## src/rtl/fpu_pkg.sv

```systemverilog
// Shared types, opcodes, latencies and rounding helpers for the single-precision FPU.
package fpu_pkg;

    localparam int unsigned W        = 32;
    localparam int unsigned MAN_W    = 24;
    localparam int unsigned QUO_W    = 27;
    localparam int unsigned DIV_BITS = 3;
    localparam int unsigned CNT_W    = 4;
    localparam int unsigned XE_W     = 10;

    localparam logic [3:0] FADD  = 4'd2;
    localparam logic [3:0] FSUB  = 4'd3;
    localparam logic [3:0] FMUL  = 4'd4;
    localparam logic [3:0] FINV  = 4'd5;
    localparam logic [3:0] FDIV  = 4'd6;
    localparam logic [3:0] FHALF = 4'd7;
    localparam logic [3:0] FEQ   = 4'd11;
    localparam logic [3:0] FLE   = 4'd12;
    localparam logic [3:0] FABS  = 4'd13;
    localparam logic [3:0] FNEG  = 4'd14;

    localparam int unsigned LAT_SIMPLE = 1;
    localparam int unsigned LAT_ADD    = 2;
    localparam int unsigned LAT_MUL    = 2;
    localparam int unsigned LAT_DIV    = 10;

    typedef struct packed {
        logic       sign;
        logic [7:0] exp;
        logic [22:0] man;
    } f32_t;

    // Initial BUSY counter value (latency - 1) for an opcode.
    function automatic logic [CNT_W-1:0] lat_cnt(input logic [3:0] ctl);
        case (ctl)
            FADD, FSUB: lat_cnt = CNT_W'(LAT_ADD - 1);
            FMUL:       lat_cnt = CNT_W'(LAT_MUL - 1);
            FINV, FDIV: lat_cnt = CNT_W'(LAT_DIV - 1);
            default:    lat_cnt = CNT_W'(LAT_SIMPLE - 1);
        endcase
    endfunction

    // Leading-zero count of a 27-bit value (result unused when v == 0).
    function automatic logic [4:0] lzc27(input logic [26:0] v);
        lzc27 = 5'd0;
        for (int i = 0; i < 27; i++) begin
            if (v[i]) lzc27 = 5'(26 - i);
        end
    endfunction

    // Round-to-nearest-even a normalized 1.23 mantissa, then flush/saturate the exponent.
    function automatic f32_t round_pack(input logic s, input logic signed [XE_W-1:0] e,
                                        input logic [MAN_W-1:0] m, input logic g,
                                        input logic st);
        logic [MAN_W:0]          r;
        logic signed [XE_W-1:0]  ex;
        r  = {1'b0, m} + (MAN_W+1)'(g & (st | m[0]));
        ex = e;
        if (r[MAN_W]) begin
            r  = r >> 1;
            ex = e + 10'sd1;
        end
        if (ex >= 10'sd255)
            round_pack = {s, 8'hFF, 23'd0};
        else if (ex <= 10'sd0)
            round_pack = {s, 31'd0};
        else
            round_pack = {s, ex[7:0], r[22:0]};
    endfunction

endpackage

```

## src/rtl/fpu_if.sv

```systemverilog
// Request/response bundle between the execute stage and the FPU.
interface fpu_if;
    import fpu_pkg::*;

    logic         en;
    logic [3:0]   ctl;
    logic [W-1:0] x1;
    logic [W-1:0] x2;
    logic [W-1:0] y;
    logic         ready;

    modport master (output en, ctl, x1, x2, input y, ready);
    modport slave  (input en, ctl, x1, x2, output y, ready);
endinterface

```

## src/rtl/fpu_div.sv

```systemverilog
// Iterative restoring mantissa divider producing three quotient bits per step.
module fpu_div
    import fpu_pkg::*;
(
    input  logic             clk,
    input  logic             rst,
    input  logic             start,
    input  logic             step,
    input  logic [MAN_W-1:0] a_man,
    input  logic [MAN_W-1:0] b_man,
    output logic [QUO_W-1:0] quo,
    output logic             rem_nz
);

    logic [MAN_W:0]    rem;
    logic [MAN_W-1:0]  dvs;
    logic [MAN_W:0]    rem_c;
    logic [DIV_BITS-1:0] bits_c;

    // Three unrolled compare/subtract/shift steps; remainder stays below 2*divisor.
    always_comb begin
        rem_c  = rem;
        bits_c = '0;
        for (int i = DIV_BITS - 1; i >= 0; i--) begin
            bits_c[i] = (rem_c >= {1'b0, dvs});
            if (bits_c[i]) rem_c = rem_c - {1'b0, dvs};
            rem_c = rem_c << 1;
        end
    end

    always_ff @(posedge clk) begin
        if (rst) begin
            rem <= '0;
            dvs <= '0;
            quo <= '0;
        end else if (start) begin
            rem <= {1'b0, a_man};
            dvs <= b_man;
            quo <= '0;
        end else if (step) begin
            rem <= rem_c;
            quo <= {quo[QUO_W-DIV_BITS-1:0], bits_c};
        end
    end

    assign rem_nz = |rem;

endmodule

```

## src/rtl/fpu_core.sv

```systemverilog
// Single-precision FPU: one op per en pulse, result in y with a one-cycle ready pulse.
module fpu_core
    import fpu_pkg::*;
(
    input  logic clk,
    input  logic rst,
    fpu_if.slave bus
);

    typedef enum logic {IDLE, BUSY} state_t;

    state_t           state;
    logic [CNT_W-1:0] cnt;
    logic [3:0]       op_ctl;
    f32_t             a;
    f32_t             b;
    logic [W-1:0]     y_q;
    logic             ready_q;
    logic [W-1:0]     result_c;

    assign bus.y     = y_q;
    assign bus.ready = ready_q;

    // Denormal-as-zero classification of the captured operands
    logic        a_zero, b_zero;
    logic [30:0] mag_a, mag_b;
    logic [26:0] ma27, mb27;
    assign a_zero = (a.exp == 8'd0);
    assign b_zero = (b.exp == 8'd0);
    assign mag_a  = a_zero ? 31'd0 : a[30:0];
    assign mag_b  = b_zero ? 31'd0 : b[30:0];
    assign ma27   = a_zero ? 27'd0 : {1'b1, a.man, 3'b000};
    assign mb27   = b_zero ? 27'd0 : {1'b1, b.man, 3'b000};

    logic         eq_c, le_c;
    logic [W-1:0] half_c;
    assign eq_c = (mag_a == mag_b) && ((mag_a == 31'd0) || (a.sign == b.sign));
    assign le_c = eq_c || (a.sign && !b.sign)
               || (!a.sign && !b.sign && (mag_a < mag_b))
               || (a.sign && b.sign && (mag_a > mag_b));
    assign half_c = (a.exp <= 8'd1) ? {a.sign, 31'd0} : {a.sign, a.exp - 8'd1, a.man};

    // Add/sub stage 1: order by magnitude, align the smaller operand with G/R/S bits
    logic        b_sign_eff, a_big, bg_sign, sm_sign, eff_sub, zsign_c;
    logic [7:0]  bg_exp, sm_exp, diff;
    logic [4:0]  dsh;
    logic [26:0] bg27, sm27, al;
    logic [53:0] sh;
    logic [27:0] sum_c;

    always_comb begin
        b_sign_eff = b.sign ^ (op_ctl == FSUB);
        a_big      = (mag_a >= mag_b);
        bg_sign    = a_big ? a.sign : b_sign_eff;
        sm_sign    = a_big ? b_sign_eff : a.sign;
        bg_exp     = a_big ? a.exp : b.exp;
        sm_exp     = a_big ? b.exp : a.exp;
        bg27       = a_big ? ma27 : mb27;
        sm27       = a_big ? mb27 : ma27;
        diff       = bg_exp - sm_exp;
        dsh        = (diff > 8'd27) ? 5'd27 : diff[4:0];
        sh         = {sm27, 27'd0} >> dsh;
        al         = {sh[53:28], sh[27] | (|sh[26:0])};
        eff_sub    = (bg_sign != sm_sign);
        sum_c      = eff_sub ? ({1'b0, bg27} - {1'b0, al}) : ({1'b0, bg27} + {1'b0, al});
        zsign_c    = a_zero & b_zero & a.sign & b_sign_eff;
    end

    logic              ad_sign, ad_zsign;
    logic [7:0]        ad_exp;
    logic [27:0]       ad_sum;
    logic              mu_sign, mu_zero;
    logic signed [XE_W-1:0] mu_e;
    logic [47:0]       mu_p;

    // Stage-1 pipeline registers, free-running off the captured operands
    always_ff @(posedge clk) begin
        ad_sign  <= bg_sign;
        ad_zsign <= zsign_c;
        ad_exp   <= bg_exp;
        ad_sum   <= sum_c;
        mu_sign  <= a.sign ^ b.sign;
        mu_zero  <= a_zero | b_zero;
        mu_e     <= $signed({2'b00, a.exp}) + $signed({2'b00, b.exp}) - 10'sd127;
        mu_p     <= {1'b1, a.man} * {1'b1, b.man};
    end

    // Add/sub stage 2: normalize and round
    logic [4:0]             ad_lz;
    logic [26:0]            ad_norm;
    logic signed [XE_W-1:0] ad_e;
    logic [W-1:0]           add_res_c;

    always_comb begin
        add_res_c = '0;
        ad_lz     = lzc27(ad_sum[26:0]);
        ad_norm   = ad_sum[26:0] << ad_lz;
        ad_e      = $signed({2'b00, ad_exp});
        if (ad_sum == 28'd0)
            add_res_c = {ad_zsign, 31'd0};
        else if (ad_sum[27])
            add_res_c = round_pack(ad_sign, ad_e + 10'sd1, ad_sum[27:4], ad_sum[3], |ad_sum[2:0]);
        else
            add_res_c = round_pack(ad_sign, ad_e - $signed({5'd0, ad_lz}),
                                   ad_norm[26:3], ad_norm[2], |ad_norm[1:0]);
    end

    logic [W-1:0] mul_res_c;
    always_comb begin
        mul_res_c = '0;
        if (mu_zero)
            mul_res_c = {mu_sign, 31'd0};
        else if (mu_p[47])
            mul_res_c = round_pack(mu_sign, mu_e + 10'sd1, mu_p[47:24], mu_p[23], |mu_p[22:0]);
        else
            mul_res_c = round_pack(mu_sign, mu_e, mu_p[46:23], mu_p[22], |mu_p[21:0]);
    end

    // Divider: finv divides 1.0 by x1; operands load straight from the bus on accept
    logic             dv_start, dv_step, rem_nz;
    logic [MAN_W-1:0] dv_a_in, dv_b_in;
    logic [QUO_W-1:0] quo;

    assign dv_start = (state == IDLE) && bus.en;
    assign dv_step  = (state == BUSY) && (cnt != '0);
    assign dv_a_in  = (bus.ctl == FINV) ? 24'h800000 : {1'b1, bus.x1[22:0]};
    assign dv_b_in  = (bus.ctl == FINV) ? {1'b1, bus.x1[22:0]} : {1'b1, bus.x2[22:0]};

    fpu_div u_div (
        .clk    (clk),
        .rst    (rst),
        .start  (dv_start),
        .step   (dv_step),
        .a_man  (dv_a_in),
        .b_man  (dv_b_in),
        .quo    (quo),
        .rem_nz (rem_nz)
    );

    logic                   dv_inv, dv_sign;
    logic [7:0]             dv_num_exp;
    f32_t                   dv_den;
    logic signed [XE_W-1:0] dv_e;
    logic [W-1:0]           div_res_c;

    always_comb begin
        div_res_c  = '0;
        dv_inv     = (op_ctl == FINV);
        dv_num_exp = dv_inv ? 8'd127 : a.exp;
        dv_den     = dv_inv ? a : b;
        dv_sign    = (dv_inv ? 1'b0 : a.sign) ^ dv_den.sign;
        dv_e       = $signed({2'b00, dv_num_exp}) - $signed({2'b00, dv_den.exp}) + 10'sd127;
        if (dv_den.exp == 8'd0)
            div_res_c = {dv_sign, 8'hFF, 23'd0};
        else if (!dv_inv && a_zero)
            div_res_c = {dv_sign, 31'd0};
        else if (quo[26])
            div_res_c = round_pack(dv_sign, dv_e, quo[26:3], quo[2], (|quo[1:0]) | rem_nz);
        else
            div_res_c = round_pack(dv_sign, dv_e - 10'sd1, quo[25:2], quo[1], quo[0] | rem_nz);
    end

    always_comb begin
        result_c = '0;
        case (op_ctl)
            FADD, FSUB: result_c = add_res_c;
            FMUL:       result_c = mul_res_c;
            FINV, FDIV: result_c = div_res_c;
            FHALF:      result_c = half_c;
            FEQ:        result_c = {31'd0, eq_c};
            FLE:        result_c = {31'd0, le_c};
            FABS:       result_c = {1'b0, a[30:0]};
            FNEG:       result_c = {~a.sign, a[30:0]};
            default:    result_c = '0;
        endcase
    end

    // Control FSM: capture on en, count down the op latency, then publish y
    always_ff @(posedge clk) begin
        if (rst) begin
            state   <= IDLE;
            cnt     <= '0;
            op_ctl  <= '0;
            a       <= '0;
            b       <= '0;
            y_q     <= '0;
            ready_q <= 1'b0;
        end else begin
            ready_q <= 1'b0;
            case (state)
                IDLE: begin
                    if (bus.en) begin
                        op_ctl <= bus.ctl;
                        a      <= bus.x1;
                        b      <= bus.x2;
                        cnt    <= lat_cnt(bus.ctl);
                        state  <= BUSY;
                    end
                end
                BUSY: begin
                    if (cnt == '0) begin
                        y_q     <= result_c;
                        ready_q <= 1'b1;
                        state   <= IDLE;
                    end else begin
                        cnt <= cnt - CNT_W'(1);
                    end
                end
                default: state <= IDLE;
            endcase
        end
    end

endmodule

```

## src/flat_wrapper.sv

```systemverilog
// flat-port wrapper written by rule: the top's interface ports become plain ports
module fpu_core_flat import fpu_pkg::*;
  (clk, rst, bus_en, bus_ctl, bus_x1, bus_x2, bus_y, bus_ready);
  fpu_if bus_i ();
  input  logic clk;
  input  logic rst;
  input wire logic [$bits(bus_i.en)-1:0] bus_en;
  input wire logic [$bits(bus_i.ctl)-1:0] bus_ctl;
  input wire logic [$bits(bus_i.x1)-1:0] bus_x1;
  input wire logic [$bits(bus_i.x2)-1:0] bus_x2;
  output wire logic [$bits(bus_i.y)-1:0] bus_y;
  output wire logic [$bits(bus_i.ready)-1:0] bus_ready;
  assign bus_i.en = bus_en;
  assign bus_i.ctl = bus_ctl;
  assign bus_i.x1 = bus_x1;
  assign bus_i.x2 = bus_x2;
  assign bus_y = bus_i.y;
  assign bus_ready = bus_i.ready;
  fpu_core u_core (.clk(clk), .rst(rst), .bus(bus_i));
endmodule
```

## config.mk

```make
export PLATFORM = sky130hd
export DESIGN_NAME = fpu_core_flat
export DESIGN_NICKNAME = d
export VERILOG_FILES = /design/src/rtl/fpu_pkg.sv /design/src/rtl/fpu_if.sv /design/src/rtl/fpu_div.sv /design/src/rtl/fpu_core.sv /design/src/flat_wrapper.sv
export SDC_FILE = /design/constraint.sdc
export NUM_CORES = 2
export LEC_CHECK = 0
export CAP_MARGIN = 20
export CELL_PAD_IN_SITES_DETAIL_PLACEMENT = 1
export CELL_PAD_IN_SITES_GLOBAL_PLACEMENT = 2
export CORE_MARGIN = 1
export CORE_UTILIZATION = 40
export DETAILED_ROUTE_END_ITERATION = 16
export MAX_ROUTING_LAYER = met4
export PLACE_DENSITY = 0.84
export SLEW_MARGIN = 20
export SYNTH_ARGS = -nofsm -noshare
export SYNTH_HDL_FRONTEND = slang
export SYNTH_SLANG_ARGS = --single-unit
export TNS_END_PERCENT = 50
```

## constraint.sdc

```tcl
create_clock -name clk -period 21.9 [get_ports clk]
set_clock_uncertainty 0.15 [all_clocks]
set_input_delay 4.38 -clock clk [delete_from_list [all_inputs] [get_ports clk]]
set_output_delay 4.38 -clock clk [all_outputs]
set_load 0.05 [all_outputs]
```

==> Word level (Yosys, flattened, before mapping) <==
Cells that the tools add are included.
{ "word_totals": {"ff_bits": 280, "latch_bits": 0, "mem_bits_rw": 0, "mem_bits_ro": 0, "in_bits": 71, "output_inout_bits": 33, "wordCells": 261, "mem_count": 0} }
{ "classes": {"n_addsub": 27, "multipliers": 1, "div_mod_pow": 0, "n_lt_le_gt_ge": 20, "eq_ne": 20, "shifts": 2, "muxes": 104, "n_bitwise": 24, "reduce_logical": 40} }
{ "op_table": {"columns": ["operator", "n"], "rows": [
  ["31-bit 2-to-1 mux", 21],
  ["32-bit one-hot mux with 8 select lines", 1],
  ["10-bit 2-to-1 mux", 20],
  ["23-bit 2-to-1 mux", 8],
  ["24-bit by 25-bit adder with 25-bit output", 6],
  ["1-bit by 25-bit AND with 25-bit output", 6],
  ["5-bit 2-to-1 mux", 28],
  ["24-bit 2-to-1 mux", 5],
  ["27-bit 2-to-1 mux", 4],
  ["25-bit by 24-bit >= comparator with 1-bit output", 3],
  ["24-bit subtractor", 3],
  ["32-bit 2-to-1 mux", 2],
  ["10-bit by 2-bit adder with 10-bit output (second input constant)", 6],
  ["10-bit by 9-bit >= comparator with 1-bit output (second input constant)", 6],
  ["10-bit by 1-bit <= comparator with 1-bit output (second input constant)", 6],
  ["54-bit by 5-bit right shift with 54-bit output", 1],
  ["24-bit by 24-bit multiplier with 48-bit output", 1],
  ["31-bit equality test", 1],
  ["31-bit >= comparator", 1],
  ["31-bit > comparator", 1],
  ["31-bit logical NOT", 1],
  ["31-bit < comparator", 1],
  ["27-bit by 27-bit adder with 28-bit output", 1],
  ["4-bit by 3-bit equality test with 1-bit output (second input constant)", 7],
  ["other kinds (44)", 98]
]} }

==> Longest topological paths before layout <==
{ "depth": {"word_depth": 41, "depth_mapped": 71, "ltp_nobuf": 67} }

==> Hierarchy <==
From an unflattened synthesis, not the netlist that was laid out.
{ "unflattened": {"cells_unflattened": 6084, "hier_area_um2": 47224.0} }
{ "modules_own_cells": {"columns": ["module", "instances", "cells_per_inst", "area_per_inst_um2", "seq_area_each_um2"], "rows": [
  ["fpu_core", 1, 5172, 39992.1, 4083.9],
  ["fpu_div", 1, 912, 7231.9, 1521.5]
]} }

==> Worst setup path before layout <==
OpenSTA, ideal clock, no wires.
{ "synth_timing": {"kind": "register to register", "startpoint": "register u_core.u_div.dvs[1]", "endpoint": "register u_core.u_div.rem[10]", "setup_ns": 0.091, "t_arrival_ns": 12.258, "required_time_ns": 21.659, "slack_ns": 9.401, "stages_incl_launch_ff": 71, "n_path_buf": 4, "period_less_slack_ns": 12.499, "path_cell_list": "dfxtp_1 inv_1 ha_1 nor2b_1 o21ai_0 a21boi_0 o21ai_0 a21boi_0 o21ai_0 a21boi_0 o21ai_0 a21boi_0 o21ai_0 a21boi_0 o21ai_0 a21boi_0 o21ai_0 nand2b_1 [... 35 more ...] o21ai_0 a21boi_0 o21ai_0 a21boi_0 o21ai_0 a21boi_0 o21ai_0 a21boi_0 o21bai_1 a21boi_0 o21ai_0 a21boi_0 o21ai_0 and3_1 clkbuf_1 clkbuf_1 nand3_1 a311oi_1"} }
{ "synth_between": {"elab_chain_cells": 8, "elab_cells_between_ends": 11, "classes_between": "add/sub (3); order compare (3); mux (5)"} }
{ "synth_lines": {"columns": ["element", "line_no", "rtl"], "rows": [
  ["start, declared", "fpu_div.sv:16", "logic [MAN_W-1:0] dvs;"],
  ["start signal, assigned", "fpu_div.sv:38", "dvs <= b_man;"],
  ["24-bit subtractor or 25-bit by 24-bit >= comparator with 1-bit output (tied branches)", "fpu_div.sv:26, fpu_div.sv:25", null],
  ["24-bit 2-to-1 mux", "fpu_div.sv:26", "if (bits_c[i]) rem_c = rem_c - {1'b0, dvs};"],
  ["24-bit subtractor or 25-bit by 24-bit >= comparator with 1-bit output (tied branches)", "fpu_div.sv:26, fpu_div.sv:25", null],
  ["24-bit 2-to-1 mux", "fpu_div.sv:26", null],
  ["24-bit subtractor or 25-bit by 24-bit >= comparator with 1-bit output (tied branches)", "fpu_div.sv:26, fpu_div.sv:25", null],
  ["24-bit 2-to-1 mux *", "fpu_div.sv:26", null],
  ["24-bit 2-to-1 mux *", "fpu_div.sv:40", "end else if (step) begin"],
  ["24-bit 2-to-1 mux *", "fpu_div.sv:36", "end else if (start) begin"],
  ["end signal, assigned", "fpu_div.sv:37", "rem <= {1'b0, a_man};"],
  ["end signal, assigned", "fpu_div.sv:41", "rem <= rem_c;"],
  ["end, declared", "fpu_div.sv:15", "logic [MAN_W:0] rem;"]
]} }
Mark *: on every way between the ends. The rest lies on a longest branch, timed or not. The select of a mux whose other input is x is not followed.
A chain may end at the register's enable or synchronous reset.

==> Worst setup path in the final report <==
{ "layout_timing": {"startpoint": "register u_core.u_div.dvs[1]", "endpoint": "register u_core.u_div.rem[16]"} }
The elaborated chain is that of the path after synthesis.

==> impl_metrics.ini <==
[routing]
first_iter_violations = 3855
drtPass1Iterations = 9
wl_mm = 196
via_count = 46073
drc_errors = 0
antenna_left = 0
wl_per_cell_um = 25.5
via_per_inst = 5.99

[clock_tree]
cts-root-buf = clkbuf_16
clkTransAtPathRegs_ns = 0.06
cts_tree = yes
clock_path_buffers = 3
htreeDepth = 2
numCtsBuffers = 39
clock_sinks = 280
ctsHoldBuffers = 0
postCtsSetupRepairBufs = 0
cts_resized = 0
clkLatencyLatePin_ns = 0.67

[finish]
layout.cells.non_filler = 7697
nNetsFinal = 7027
drive_above_1_share = 0.0487
area_delta_synth_final_pct = 8.02
regArea_mm2 = 0.00561
multi_input_area_mm2 = 0.0381
nFillCells = 14459

[yosys]
muxShareOfSynthArea = 0.0254
synth_most_common_cell = nand2_1
yosysTopAreaCell = fa_1
synth_compound_area_frac = 0.191
synth_commonest_cells = 918 x nand2_1, 658 x inv_1, 487 x fa_1
synth_fp_nets = 7171
yosysSeqAreaShare = 0.118
ys.flop_type = dfxtp_1
synthesis.area_mm2 = 0.0477
netlist_instances = 6270
synthAdderAreaFrac = 0.296
avgSynthCellArea_um2 = 7.60
synth.ff_latch_count = 280
synth_top_family_by_area = adder cells
synth-xor-area-share = 0.0684
synth-simple-area-share = 0.216
synth_warnings = 0
synthDistinctLibCells = 112
synth_area_leaders = fa_1 20%, dfxtp_1 12%, ha_1 9.0%
async_flop_share = 0
synth_top_area_frac = 0.205
synth_enable_flop_cells = 0

[sta]
holdWs_ns = 0.349
setup_violations = 0
min_period_ns = 16.41
finalCritPeriodShare = 0.749
report.final.slew_viol_count = 0
hold_viol = 0
rsz0062_at_grt = no
totalNegativeSetupSlack_ns = 0
slew-limit-headroom = 0.234
worst_slew_pin_slew_ns = 1.12
max_freq_mhz = 60.9

[setup_path]
cp-start-kind = register
ff2ff_path_depth = 68
crit_top_cell = o21ai_0
crit_type = reg2reg
crit_required_ns = 22.29
path_max_fanout = 43
worstSetupEndpointType = register
cp_slowest_cell = and3_1
crit_path_max_incr_delay_ns = 0.55
cp.arrival_ns = 16.80

[pwr]
power_frac_seq = 0.132
cellPowerDensity_mw_per_mm2 = 112
p_switching_mw = 3.16
power_frac_clock = 0.125
finalPower_mw = 5.75
intPower_mw = 2.59
sw_frac_of_total = 0.550
p_comb_frac = 0.743
ir_worst_vdd_uv = 104
leakage_nw = 22.0

[global_routing]
grt_antenna_before_repair = 4
grt_usage = 0.333
gr-total-overflow = 0
grt_pass1_vias = 47609
grt_first_pass_wirelength_mm = 301
grt_max_degree = 134

[floorplanning]
die_area_mm2 = 0.121
rows = 126
core_mm2 = 0.118
initial_core_util = 0.404
die_y_um = 347
die_w_um = 347
pin_count = 104

[status]
outcome = finished, final reports clean

[place]
hpwlAfterDp_mm = 150
port_buffers = 103
placed_cells = 7621
gp_congestion = 0.988

[run]
max_cap_violations = 0

[worst_hold_path]
min_path_type = reg2reg
holdPathStages = 2
layout by cell type (no fill, tap or decap), drive strengths merged, types with 128 or more instances in the layout:
| cell | n |
|---|---|
| a21oi | 459 |
| and2 | 263 |
| dfxtp | 280 |
| fa | 487 |
| ha | 343 |
| inv | 660 |
| nand2 | 919 |
| nand3 | 153 |
| nor2 | 394 |
| o21ai | 281 |
| xnor2 | 241 |
| xor2 | 128 |
cell type report:
class / count / share of cell area
Antenna cell: 4 / 0.000194
Tap cell: 1536 / 0.0373
Timing Repair Buffer: 226 / 0.0383
Inverter: 661 / 0.0482
Clock inverter: 24 / 0.00663
Multi-Input combinational cell: 4918 / 0.740
Sequential cell: 280 / 0.109
Clock buffer: 48 / 0.0206
registers in the layout (all words and copies together) (netlist names), 8 cells and up:
signal            cells
u_core.u_div.rem     25
u_core.u_div.dvs     24
u_core.mu_p          48
u_core.b             32
u_core.a             32
u_core.bus.y         32
u_core.ad_exp         8
u_core.mu_e          10
u_core.ad_sum        28
u_core.u_div.quo     27
cells by family (layout without fill, tap and decap cells):
group,count (synthesis),after routing
adders and majority gates,836,836
buffers and inverters,1072,959
DFF,280,280
muxes,112,112
xor gates and xnor gates,369,369
and+or+nand+nor,2188,2188
AOI/OAI and AO/OA,1413,1413
other,0,4
stage by stage:
stage / setup WS (ns) / cell area (µm²) / utilization
after CTS: 5.63 / 51500 / 0.436
final: 5.49 / 51500 / 0.436
after detailed placement: 5.85 / 50100 / 0.424
after global routing: 3.52 / 51500 / 0.436
after global placement: 6.28 / 50100 / 0.424
after floorplan: 9.40 / 47700 / -
worst max-delay path: cells and delay by family, from the launching register on:
| family | cells | cell delay, ns |
|---|---|---|
| AOI/OAI and AO/OA | 54 | 11.42 |
| adders and majority gates | 3 | 1.00 |
| buffers and inverters | 4 | 1.32 |
| DFF | 1 | 0.32 |
| muxes | 1 | 0.43 |
| and+or+nand+nor | 6 | 1.58 |
power by group through the flow:
| stage | Clock (mW) | Combinational (mW) | Sequential (mW) |
|---|---|---|---|
| floorplan | 0 | 3.07 | 0.662 |
| global placement | 0 | 4.13 | 0.762 |
| detailed placement | 0 | 4.18 | 0.767 |
| CTS | 0.733 | 4.21 | 0.756 |
| global route | 0.752 | 4.68 | 0.772 |
| finish | 0.719 | 4.27 | 0.761 |
routing by layer:
| layer | global-route usage | share of wire | up-vias |
|---|---|---|---|
| met3 | 0.0429 | 0.064 | 319 |
| met1 | 0.454 | 0.45 | 23409 |
| met4 | 0.110 | 0.037 | 0 |
| li1 | - | - | 20893 |
| met5 | - | 0 | - |
| met2 | 0.509 | 0.44 | 1452 |
final timing paths:
check / start / endpoint / slack (ns)
setup / recovery: u_core.u_div.dvs[1]$_SDFFE_PP0P_ / u_core.u_div.rem[16]$_SDFFE_PP0P_ / 5.49
hold / removal: u_core.u_div.dvs[11]$_SDFFE_PP0P_ / u_core.u_div.dvs[11]$_SDFFE_PP0P_ / 0.35
setup reg to reg: u_core.u_div.dvs[1]$_SDFFE_PP0P_ / u_core.u_div.rem[16]$_SDFFE_PP0P_ / 5.49
hold reg to reg: u_core.u_div.dvs[11]$_SDFFE_PP0P_ / u_core.u_div.dvs[11]$_SDFFE_PP0P_ / 0.35
(Power assumes the default switching activity.)
